## src/rtl/sparse_chunk_sram_if.sv

```systemverilog
// -----------------------------------------------------------------------------
// sparse_chunk_sram_if
//   Bundles the write, read, release and status signals of sparse_chunk_sram.
//   The clock and reset are not part of this bundle and stay plain ports.
//
//   Write side : wr_valid_i, wr_sparsemap_i, wr_nonzero_data_i,
//                wr_dat_count_i (beat index), wr_chunk_count_i (slot)
//   Read side  : rd_req_i, rd_chunk_i, rd_dat_count_i -> rd_valid_o,
//                rd_miss_o, rd_sparsemap_o, rd_nonzero_data_o, chunk_nz_cnt_o
//   Release    : release_i, release_chunk_i
//   Status     : chunk_valid_o (per slot), wr_err_o (sticky)
//
//   Modports: slave is the memory side, master is the producer/consumer side.
// -----------------------------------------------------------------------------
interface sparse_chunk_sram_if #(
  parameter int BUS_SIZE       = 32,
  parameter int WR_DAT_CYC_NUM = 4,
  parameter int CHUNK_NUM      = 4
);
  localparam int DW = $clog2(WR_DAT_CYC_NUM);
  localparam int CW = $clog2(CHUNK_NUM);
  localparam int NW = $clog2(BUS_SIZE * WR_DAT_CYC_NUM + 1);

  logic                  wr_valid_i;
  logic [BUS_SIZE-1:0]   wr_sparsemap_i;
  logic [BUS_SIZE*8-1:0] wr_nonzero_data_i;
  logic [DW-1:0]         wr_dat_count_i;
  logic [CW-1:0]         wr_chunk_count_i;

  logic                  rd_req_i;
  logic [CW-1:0]         rd_chunk_i;
  logic [DW-1:0]         rd_dat_count_i;
  logic                  rd_valid_o;
  logic                  rd_miss_o;
  logic [BUS_SIZE-1:0]   rd_sparsemap_o;
  logic [BUS_SIZE*8-1:0] rd_nonzero_data_o;
  logic [NW-1:0]         chunk_nz_cnt_o;

  logic                  release_i;
  logic [CW-1:0]         release_chunk_i;

  logic [CHUNK_NUM-1:0]  chunk_valid_o;
  logic                  wr_err_o;

  modport slave (
    input  wr_valid_i, wr_sparsemap_i, wr_nonzero_data_i, wr_dat_count_i,
           wr_chunk_count_i, rd_req_i, rd_chunk_i, rd_dat_count_i,
           release_i, release_chunk_i,
    output rd_valid_o, rd_miss_o, rd_sparsemap_o, rd_nonzero_data_o,
           chunk_nz_cnt_o, chunk_valid_o, wr_err_o
  );

  modport master (
    output wr_valid_i, wr_sparsemap_i, wr_nonzero_data_i, wr_dat_count_i,
           wr_chunk_count_i, rd_req_i, rd_chunk_i, rd_dat_count_i,
           release_i, release_chunk_i,
    input  rd_valid_o, rd_miss_o, rd_sparsemap_o, rd_nonzero_data_o,
           chunk_nz_cnt_o, chunk_valid_o, wr_err_o
  );
endinterface

```

## src/rtl/sparse_chunk_sram.sv

```systemverilog
// -----------------------------------------------------------------------------
// sparse_chunk_sram
//   Chunked storage for sparse-encoded data. A producer streams a chunk of
//   WR_DAT_CYC_NUM beats (index 0..N-1, in order, gaps allowed) into one of
//   CHUNK_NUM slots. Once the last beat lands the slot is marked valid together
//   with the chunk's total nonzero count (popcount of all sparsemaps). A
//   consumer reads single beats of valid slots and frees slots with release.
//   Any out-of-order or colliding write beat is dropped, abandons the chunk in
//   progress and sets the sticky wr_err flag.
//
// Ports
//   clk_i  : clock, all state on the rising edge
//   rst_i  : asynchronous active-low reset
//   bus    : sparse_chunk_sram_if.slave (write / read / release / status)
// -----------------------------------------------------------------------------
module sparse_chunk_sram #(
  parameter int BUS_SIZE       = 32,
  parameter int WR_DAT_CYC_NUM = 4,
  parameter int CHUNK_NUM      = 4
) (
  input  logic                  clk_i,
  input  logic                  rst_i,
  sparse_chunk_sram_if.slave    bus
);
  localparam int DW    = $clog2(WR_DAT_CYC_NUM);
  localparam int CW    = $clog2(CHUNK_NUM);
  localparam int NW    = $clog2(BUS_SIZE * WR_DAT_CYC_NUM + 1);
  localparam int DATW  = BUS_SIZE * 8;
  localparam int BEATS = CHUNK_NUM * WR_DAT_CYC_NUM;
  localparam int AW    = CW + DW;

  localparam logic [DW-1:0] LAST_BEAT = DW'(WR_DAT_CYC_NUM - 1);

  typedef enum logic {IDLE, FILL} state_e;

  state_e               state_q, state_d;
  logic [DW-1:0]        exp_cnt_q, exp_cnt_d;
  logic [CW-1:0]        cur_chunk_q, cur_chunk_d;
  logic [NW-1:0]        nz_acc_q, nz_acc_d;
  logic                 wr_err_q, wr_err_d;
  logic [CHUNK_NUM-1:0] chunk_valid_q, chunk_valid_d;
  logic [NW-1:0]        nz_cnt_q [CHUNK_NUM];
  logic [NW-1:0]        nz_cnt_d [CHUNK_NUM];

  logic                 rd_valid_q, rd_miss_q;
  logic [BUS_SIZE-1:0]  rd_smap_q;
  logic [DATW-1:0]      rd_data_q;
  logic [NW-1:0]        rd_nz_q;

  logic [BUS_SIZE-1:0]  mem_smap [BEATS];
  logic [DATW-1:0]      mem_data [BEATS];

  logic [NW-1:0]        beat_pop;
  logic [NW-1:0]        nz_sum;
  logic                 accept;
  logic                 complete;
  logic                 rd_hit;
  logic [AW-1:0]        wr_addr;
  logic [AW-1:0]        rd_addr;

  // Only the sparsemap is counted; the packed data bytes are never inspected.
  // NOTE: combinational blocks use blocking '=' so the accumulation reads the
  // value just computed; sequential blocks below use '<=' exclusively.
  always_comb begin
    beat_pop = '0;
    for (int i = 0; i < BUS_SIZE; i++) begin
      beat_pop = beat_pop + NW'(bus.wr_sparsemap_i[i]);
    end
  end

  assign nz_sum  = nz_acc_q + beat_pop;
  assign wr_addr = {bus.wr_chunk_count_i, bus.wr_dat_count_i};
  assign rd_addr = {bus.rd_chunk_i, bus.rd_dat_count_i};

  // Write FSM: decides whether the incoming beat is accepted.
  // NOTE: every signal gets a default before the case so no path leaves a
  // variable unassigned, which would otherwise infer a latch.
  always_comb begin
    state_d     = state_q;
    exp_cnt_d   = exp_cnt_q;
    cur_chunk_d = cur_chunk_q;
    nz_acc_d    = nz_acc_q;
    wr_err_d    = wr_err_q;
    accept      = 1'b0;
    complete    = 1'b0;

    case (state_q)
      IDLE: begin
        if (bus.wr_valid_i) begin
          // A chunk may only start at beat 0 into a free slot.
          if (bus.wr_dat_count_i == '0 && !chunk_valid_q[bus.wr_chunk_count_i]) begin
            accept      = 1'b1;
            nz_acc_d    = beat_pop;
            exp_cnt_d   = DW'(1);
            cur_chunk_d = bus.wr_chunk_count_i;
            state_d     = FILL;
          end else begin
            wr_err_d = 1'b1;
          end
        end
      end
      FILL: begin
        if (bus.wr_valid_i) begin
          if (bus.wr_dat_count_i == exp_cnt_q && bus.wr_chunk_count_i == cur_chunk_q) begin
            accept    = 1'b1;
            nz_acc_d  = nz_sum;
            exp_cnt_d = exp_cnt_q + DW'(1);
            if (bus.wr_dat_count_i == LAST_BEAT) begin
              complete = 1'b1;
              state_d  = IDLE;
            end
          end else begin
            // Protocol break: the partial chunk is abandoned and its slot
            // stays invalid. The offending beat is not retried from IDLE.
            wr_err_d = 1'b1;
            state_d  = IDLE;
          end
        end
      end
      default: state_d = IDLE;
    endcase
  end

  // Slot flags. Release is applied first so a completion on the same slot in
  // the same cycle overrides it and leaves the slot valid.
  always_comb begin
    chunk_valid_d = chunk_valid_q;
    nz_cnt_d      = nz_cnt_q;
    if (bus.release_i) begin
      chunk_valid_d[bus.release_chunk_i] = 1'b0;
    end
    if (complete) begin
      chunk_valid_d[cur_chunk_q] = 1'b1;
      nz_cnt_d[cur_chunk_q]      = nz_sum;
    end
  end

  always_ff @(posedge clk_i or negedge rst_i) begin
    if (!rst_i) begin
      state_q       <= IDLE;
      exp_cnt_q     <= '0;
      cur_chunk_q   <= '0;
      nz_acc_q      <= '0;
      wr_err_q      <= 1'b0;
      chunk_valid_q <= '0;
      nz_cnt_q      <= '{default: '0};
    end else begin
      state_q       <= state_d;
      exp_cnt_q     <= exp_cnt_d;
      cur_chunk_q   <= cur_chunk_d;
      nz_acc_q      <= nz_acc_d;
      wr_err_q      <= wr_err_d;
      chunk_valid_q <= chunk_valid_d;
      nz_cnt_q      <= nz_cnt_d;
    end
  end

  // NOTE: the storage array has no reset; a slot's contents are only readable
  // once its valid flag is set, which requires a complete rewrite after reset.
  always_ff @(posedge clk_i) begin
    if (accept) begin
      mem_smap[wr_addr] <= bus.wr_sparsemap_i;
      mem_data[wr_addr] <= bus.wr_nonzero_data_i;
    end
  end

  // Read port: valid check uses the flags before this edge's release or
  // completion, so a slot still being filled misses and a slot released in
  // the same cycle still answers. Data outputs hold across misses.
  assign rd_hit = bus.rd_req_i && chunk_valid_q[bus.rd_chunk_i];

  always_ff @(posedge clk_i or negedge rst_i) begin
    if (!rst_i) begin
      rd_valid_q <= 1'b0;
      rd_miss_q  <= 1'b0;
      rd_smap_q  <= '0;
      rd_data_q  <= '0;
      rd_nz_q    <= '0;
    end else begin
      rd_valid_q <= rd_hit;
      rd_miss_q  <= bus.rd_req_i && !chunk_valid_q[bus.rd_chunk_i];
      if (rd_hit) begin
        rd_smap_q <= mem_smap[rd_addr];
        rd_data_q <= mem_data[rd_addr];
        rd_nz_q   <= nz_cnt_q[bus.rd_chunk_i];
      end
    end
  end

  assign bus.rd_valid_o        = rd_valid_q;
  assign bus.rd_miss_o         = rd_miss_q;
  assign bus.rd_sparsemap_o    = rd_smap_q;
  assign bus.rd_nonzero_data_o = rd_data_q;
  assign bus.chunk_nz_cnt_o    = rd_nz_q;
  assign bus.chunk_valid_o     = chunk_valid_q;
  assign bus.wr_err_o          = wr_err_q;

endmodule

```

## src/flat_wrapper.sv

```systemverilog
// flat-port wrapper written by rule: the top's interface ports become plain ports
module sparse_chunk_sram_flat 
#(
  parameter int BUS_SIZE       = 32,
  parameter int WR_DAT_CYC_NUM = 4,
  parameter int CHUNK_NUM      = 4
)
  (clk_i, rst_i, bus_wr_valid_i, bus_wr_sparsemap_i, bus_wr_nonzero_data_i, bus_wr_dat_count_i, bus_wr_chunk_count_i, bus_rd_req_i, bus_rd_chunk_i, bus_rd_dat_count_i, bus_release_i, bus_release_chunk_i, bus_rd_valid_o, bus_rd_miss_o, bus_rd_sparsemap_o, bus_rd_nonzero_data_o, bus_chunk_nz_cnt_o, bus_chunk_valid_o, bus_wr_err_o);
  sparse_chunk_sram_if #(.BUS_SIZE(BUS_SIZE), .WR_DAT_CYC_NUM(WR_DAT_CYC_NUM), .CHUNK_NUM(CHUNK_NUM)) bus_i ();
  input  logic clk_i;
  input  logic rst_i;
  input wire logic [$bits(bus_i.wr_valid_i)-1:0] bus_wr_valid_i;
  input wire logic [$bits(bus_i.wr_sparsemap_i)-1:0] bus_wr_sparsemap_i;
  input wire logic [$bits(bus_i.wr_nonzero_data_i)-1:0] bus_wr_nonzero_data_i;
  input wire logic [$bits(bus_i.wr_dat_count_i)-1:0] bus_wr_dat_count_i;
  input wire logic [$bits(bus_i.wr_chunk_count_i)-1:0] bus_wr_chunk_count_i;
  input wire logic [$bits(bus_i.rd_req_i)-1:0] bus_rd_req_i;
  input wire logic [$bits(bus_i.rd_chunk_i)-1:0] bus_rd_chunk_i;
  input wire logic [$bits(bus_i.rd_dat_count_i)-1:0] bus_rd_dat_count_i;
  input wire logic [$bits(bus_i.release_i)-1:0] bus_release_i;
  input wire logic [$bits(bus_i.release_chunk_i)-1:0] bus_release_chunk_i;
  output wire logic [$bits(bus_i.rd_valid_o)-1:0] bus_rd_valid_o;
  output wire logic [$bits(bus_i.rd_miss_o)-1:0] bus_rd_miss_o;
  output wire logic [$bits(bus_i.rd_sparsemap_o)-1:0] bus_rd_sparsemap_o;
  output wire logic [$bits(bus_i.rd_nonzero_data_o)-1:0] bus_rd_nonzero_data_o;
  output wire logic [$bits(bus_i.chunk_nz_cnt_o)-1:0] bus_chunk_nz_cnt_o;
  output wire logic [$bits(bus_i.chunk_valid_o)-1:0] bus_chunk_valid_o;
  output wire logic [$bits(bus_i.wr_err_o)-1:0] bus_wr_err_o;
  assign bus_i.wr_valid_i = bus_wr_valid_i;
  assign bus_i.wr_sparsemap_i = bus_wr_sparsemap_i;
  assign bus_i.wr_nonzero_data_i = bus_wr_nonzero_data_i;
  assign bus_i.wr_dat_count_i = bus_wr_dat_count_i;
  assign bus_i.wr_chunk_count_i = bus_wr_chunk_count_i;
  assign bus_i.rd_req_i = bus_rd_req_i;
  assign bus_i.rd_chunk_i = bus_rd_chunk_i;
  assign bus_i.rd_dat_count_i = bus_rd_dat_count_i;
  assign bus_i.release_i = bus_release_i;
  assign bus_i.release_chunk_i = bus_release_chunk_i;
  assign bus_rd_valid_o = bus_i.rd_valid_o;
  assign bus_rd_miss_o = bus_i.rd_miss_o;
  assign bus_rd_sparsemap_o = bus_i.rd_sparsemap_o;
  assign bus_rd_nonzero_data_o = bus_i.rd_nonzero_data_o;
  assign bus_chunk_nz_cnt_o = bus_i.chunk_nz_cnt_o;
  assign bus_chunk_valid_o = bus_i.chunk_valid_o;
  assign bus_wr_err_o = bus_i.wr_err_o;
  sparse_chunk_sram #(.BUS_SIZE(BUS_SIZE), .WR_DAT_CYC_NUM(WR_DAT_CYC_NUM), .CHUNK_NUM(CHUNK_NUM)) u_core (.clk_i(clk_i), .rst_i(rst_i), .bus(bus_i));
endmodule
```

## config.mk

```make
export PLATFORM = sky130hd
export DESIGN_NAME = sparse_chunk_sram_flat
export DESIGN_NICKNAME = d
export VERILOG_FILES = /design/src/rtl/sparse_chunk_sram_if.sv /design/src/rtl/sparse_chunk_sram.sv /design/src/flat_wrapper.sv
export SDC_FILE = /design/constraint.sdc
export NUM_CORES = 2
export LEC_CHECK = 0
export CORE_MARGIN = 2
export CORE_UTILIZATION = 40
export DETAILED_ROUTE_END_ITERATION = 12
export SLEW_MARGIN = 0
export SYNTH_ARGS = -nofsm -noshare
export SYNTH_HDL_FRONTEND = slang
export SYNTH_MEMORY_MAX_BITS = 65536
export SYNTH_SLANG_ARGS = --single-unit
export TNS_END_PERCENT = 1
```

## constraint.sdc

```tcl
create_clock -name clk_i -period 32.4 [get_ports clk_i]
set_input_delay 6.48 -clock clk_i [delete_from_list [all_inputs] [get_ports clk_i]]
set_output_delay 6.48 -clock clk_i [all_outputs]
set_load 0.03 [all_outputs]
```

==> flow_summary.ini <==
[synthesis]
yosys.area.top_type = edfxtp_1
syn-cell-area_mm2 = 0.187
syn_inst = 7958
synth_top_area_share_pct = 74.1
yosysWarnings = 0
postSynth.asyncResetShare_pct = 7.02
synthFlopType = edfxtp_1
synthesis.nets = 8300
synth.distinct_cells = 55
syn_area_per_cell_um2 = 23.5
ys_seq_area_share_pct = 78.8
synth_seq_cells = 4956
ys_top_cells_by_area = edfxtp_1 74%, mux4_2 14%, dfrtp_1 4.7%, mux2i_1 3.1%, o221ai_1 1.4%
synth-edff-count = 4608

[critical_path]
endpoint = u_core.nz_cnt_q[23]$_DFFE_PN0P_
reg2reg_slack_ns = 26.35
cp-start-kind = input pin
reg2reg_to = u_core.mem_data[9][197]$_DFFE_PP_
crit_buf_inv = 3
critPathRequiredTime_ns = 33.35
max_stage_delay_ns = 0.81
crit_cells = 21
rr_worst_depth = 9
path_cells = clkdlybuf4s50_1 > ha_1 > inv_1 > fa_1 > fa_1 > fa_1 > fa_1 > fa_1 > fa_1 > fa_1 > fa_1 > inv_1 > a21o_1 > a21oi_1 > xnor2_1 > ha_1 > and2_1 > a311oi_1 > nand2_1 > o311ai_1 > mux2_2
cp.arrival_ns = 14.07
cp-end-kind = register
path_common_cell = fa_1
r2r-start = u_core.cur_chunk_q[0]$_DFFE_PN0P_
cp_slowest_cell = clkdlybuf4s50_1
crit_fanout = 17
cpLargestDelayFamily = adder cells
critPathLaunch = bus_wr_sparsemap_i[0]
worst-setup-path-type = input pin to register

[timing]
rsz0062_at_grt = false
fin_crit_ns = 13.12
slew_viol_final = 0
period_share_pct = 40.5
skew_ns = 0.0425
worst_pin_slew_ns = 1.37
hold_viol_final = 0
slew_headroom_pct = 8.69
tns_ns = 0
fmax_ghz = 0.0762
setup_violations = 0

[cells_and_area]
fin_nets = 9205
seqCellArea_mm2 = 0.147
multi_input_area_mm2 = 0.0377
nFillCells = 37700
final_cells = 15500
drive_gt1_share_pct = 23.5
utilization_pct = 47.0
area_growth_pct = 16.8

[clock_network]
cts_tree = yes
clock_latency_ns = 1.03
numCtsBuffers = 528
htree_levels = 6
post_cts_buffers = 0
clk_pin_slew_ns = 0.06
cts_hold_buffers = 0
cts-resized-gates = 0
root_buffer = clkbuf_16
cts.sinks = 4956
cts_max_path_buffers = 4

[detailed_routing]
route.met3.wl_um = 33100
ant_nets = 0
drc = 0
routed_wirelength_um = 466000
highest-signal-layer = met5
vias_per_cell = 5.64
routedWlPerCell_um = 30.1
wirelength_met1_um = 195000
drt_iter0_markers = 9060
wl_met2_um = 228000
dr.pass1.iters = 6
dr_total_vias = 87400

[place]
place.gp.congestion = 0.747
dp.cells = 14500
numPortBuffers = 605
dp_hpwl_um = 236000

[power]
powerDensity_mw_per_mm2 = 65.5
p_leak_nw = 71.0
vdd_drop_max_mv = 0.141
p_total_mw = 14.3

[grt]
grt_max_degree = 109
grt_use_total_pct = 19.4
first_global_vias = 91600
antenna_found_initial = 100
globalRouteOverflowTotal = 0
grt_pass1_wl_um = 668000

[floorplanning]
start_util_pct = 40.2
core_mm2 = 0.464
die_area_mm2 = 0.472
fp.dieW_um = 687
pin_count = 606
die_h_um = 687
rows = 250

[min_path]
min_from = u_core.bus.rd_sparsemap_o[26]$_DFFE_PN0P_
hold_path_class = register to register

[run_status]
status = completed

[run]
cap_violations = 0
power by group:
| group | internal, mW | total, mW | switching (mW) |
|---|---|---|---|
| Clock | 3.48 | 6.04 | 2.56 |
| Combinational | 0.462 | 1.12 | 0.654 |
| Sequential | 7.07 | 7.13 | 0.0627 |
| Total | 11.0 | 14.3 | 3.27 |
layout make-up:
| class | count | area share (%) |
|---|---|---|
| sequential | 4956 | 67.4 |
| multi-input combinational | 2523 | 17.3 |
| clock buffer | 696 | 6.52 |
| timing repair buffer | 797 | 3.56 |
| tap | 6174 | 3.54 |
| clock inverter | 271 | 1.54 |
| inverter | 57 | 0.0981 |
| antenna | 33 | 0.0379 |
tightest hold or removal path, cell delays in order (launching register included):
cell      delay (ns)
dfrtp_1         0.34
nand2_1         0.05
o221ai_1        0.06
per-stage QoR:
step / hold WS [ns] / setup slack (ns) / cell area (um^2)
floorplan: 0.475 / 3.91 / 187000
global placement: 0.471 / 18.26 / 200000
detailed placement: 0.475 / 18.23 / 200000
CTS: 0.489 / 19.34 / 218000
global route: 0.512 / 18.95 / 218000
finish: 0.488 / 19.28 / 218000
sequential cells by signal, summed over array words and instances, names as in the netlist, 2 cells and up:
name	cells
u_core.bus.rd_nonzero_data_o	256
u_core.mem_data	4096
u_core.cur_chunk_q	2
u_core.bus.rd_sparsemap_o	32
u_core.mem_smap	512
u_core.nz_cnt_q	32
u_core.bus.chunk_valid_o	4
u_core.exp_cnt_q	2
u_core.bus.chunk_nz_cnt_o	8
u_core.nz_acc_q	8
placed cells by master (no fill, tap or decap), types with 6 or more instances in the layout:
master / netlist / routed
a21o_1: 6 / 6
a21oi_1: 10 / 10
buf_12: 0 / 19
buf_4: 16 / 173
bufinv_16: 0 / 42
clkbuf_1: 190 / 133
clkbuf_16: 0 / 530
clkbuf_8: 0 / 33
clkdlybuf4s50_1: 0 / 601
clkinv_1: 0 / 73
clkinv_16: 0 / 25
clkinv_2: 0 / 80
clkinv_8: 0 / 11
clkinvlp_4: 0 / 10
dfrtp_1: 348 / 348
diode_2: 0 / 33
edfxtp_1: 4608 / 4608
fa_1: 25 / 25
ha_1: 14 / 14
inv_1: 56 / 56
inv_16: 0 / 14
inv_6: 0 / 10
mux2_2: 36 / 36
mux2i_1: 578 / 578
mux4_2: 1162 / 1162
nand2_1: 306 / 306
nor2_1: 22 / 13
nor2_4: 0 / 9
o21ai_0: 6 / 6
o221ai_1: 288 / 288
xnor2_1: 9 / 9
synthesized netlist by cell type (all sizes together), types with 2 or more instances:
cell type and count:
a22o 2, edfxtp 4608, mux4 1162, dfrtp 348
a21oi 10, nor3 6, and2 2, ha 14
o31ai 2, inv 57, xor2 2, fa 25
or3 3, a31oi 2, a21o 6, nand3b 3
buf 232, nand2 309, xnor2 9, o221ai 288
nand4 2, clkbuf 190, nor4 4, mux2 40
o21a 2, nand3 4, nor2b 3, nor2 22
nand2b 5, mux2i 578, o21ai 6
how the worst min path moves through the flow:
stage / slack (ns) / to / cells after the start
6_report: 0.49 / u_core.bus.rd_sparsemap_o[26]$_DFFE_PN0P_ / 2
5_1_grt: 0.51 / u_core.bus.rd_nonzero_data_o[106]$_DFFE_PN0P_ / 2
4_1_cts: 0.49 / u_core.bus.wr_err_o$_DFFE_PN0P_ / 2
3_5_place_dp: 0.48 / u_core.bus.wr_err_o$_DFFE_PN0P_ / 2
3_3_place_gp: 0.47 / u_core.bus.wr_err_o$_DFFE_PN0P_ / 2
2_1_floorplan: 0.48 / u_core.nz_cnt_q[15]$_DFFE_PN0P_ / 1
layer usage:
metal,vias to the layer above,global-route usage [%]
li1,35700,-
met1,47800,26.9
met2,3167,31.8
met3,733,3.78
met4,74,4.65
met5,-,0
logic make-up after synthesis:
family	synth area share, %
flip-flops	78.8
multiplexers	17.4
buffers and inverters	1.11
AND/OR/NAND/NOR	0.824
AO/OA/AOI/OAI	1.50
adder cells (fa/ha/maj)	0.362
XOR/XNOR	0.0516
Power figures use the tool's default switching activity.
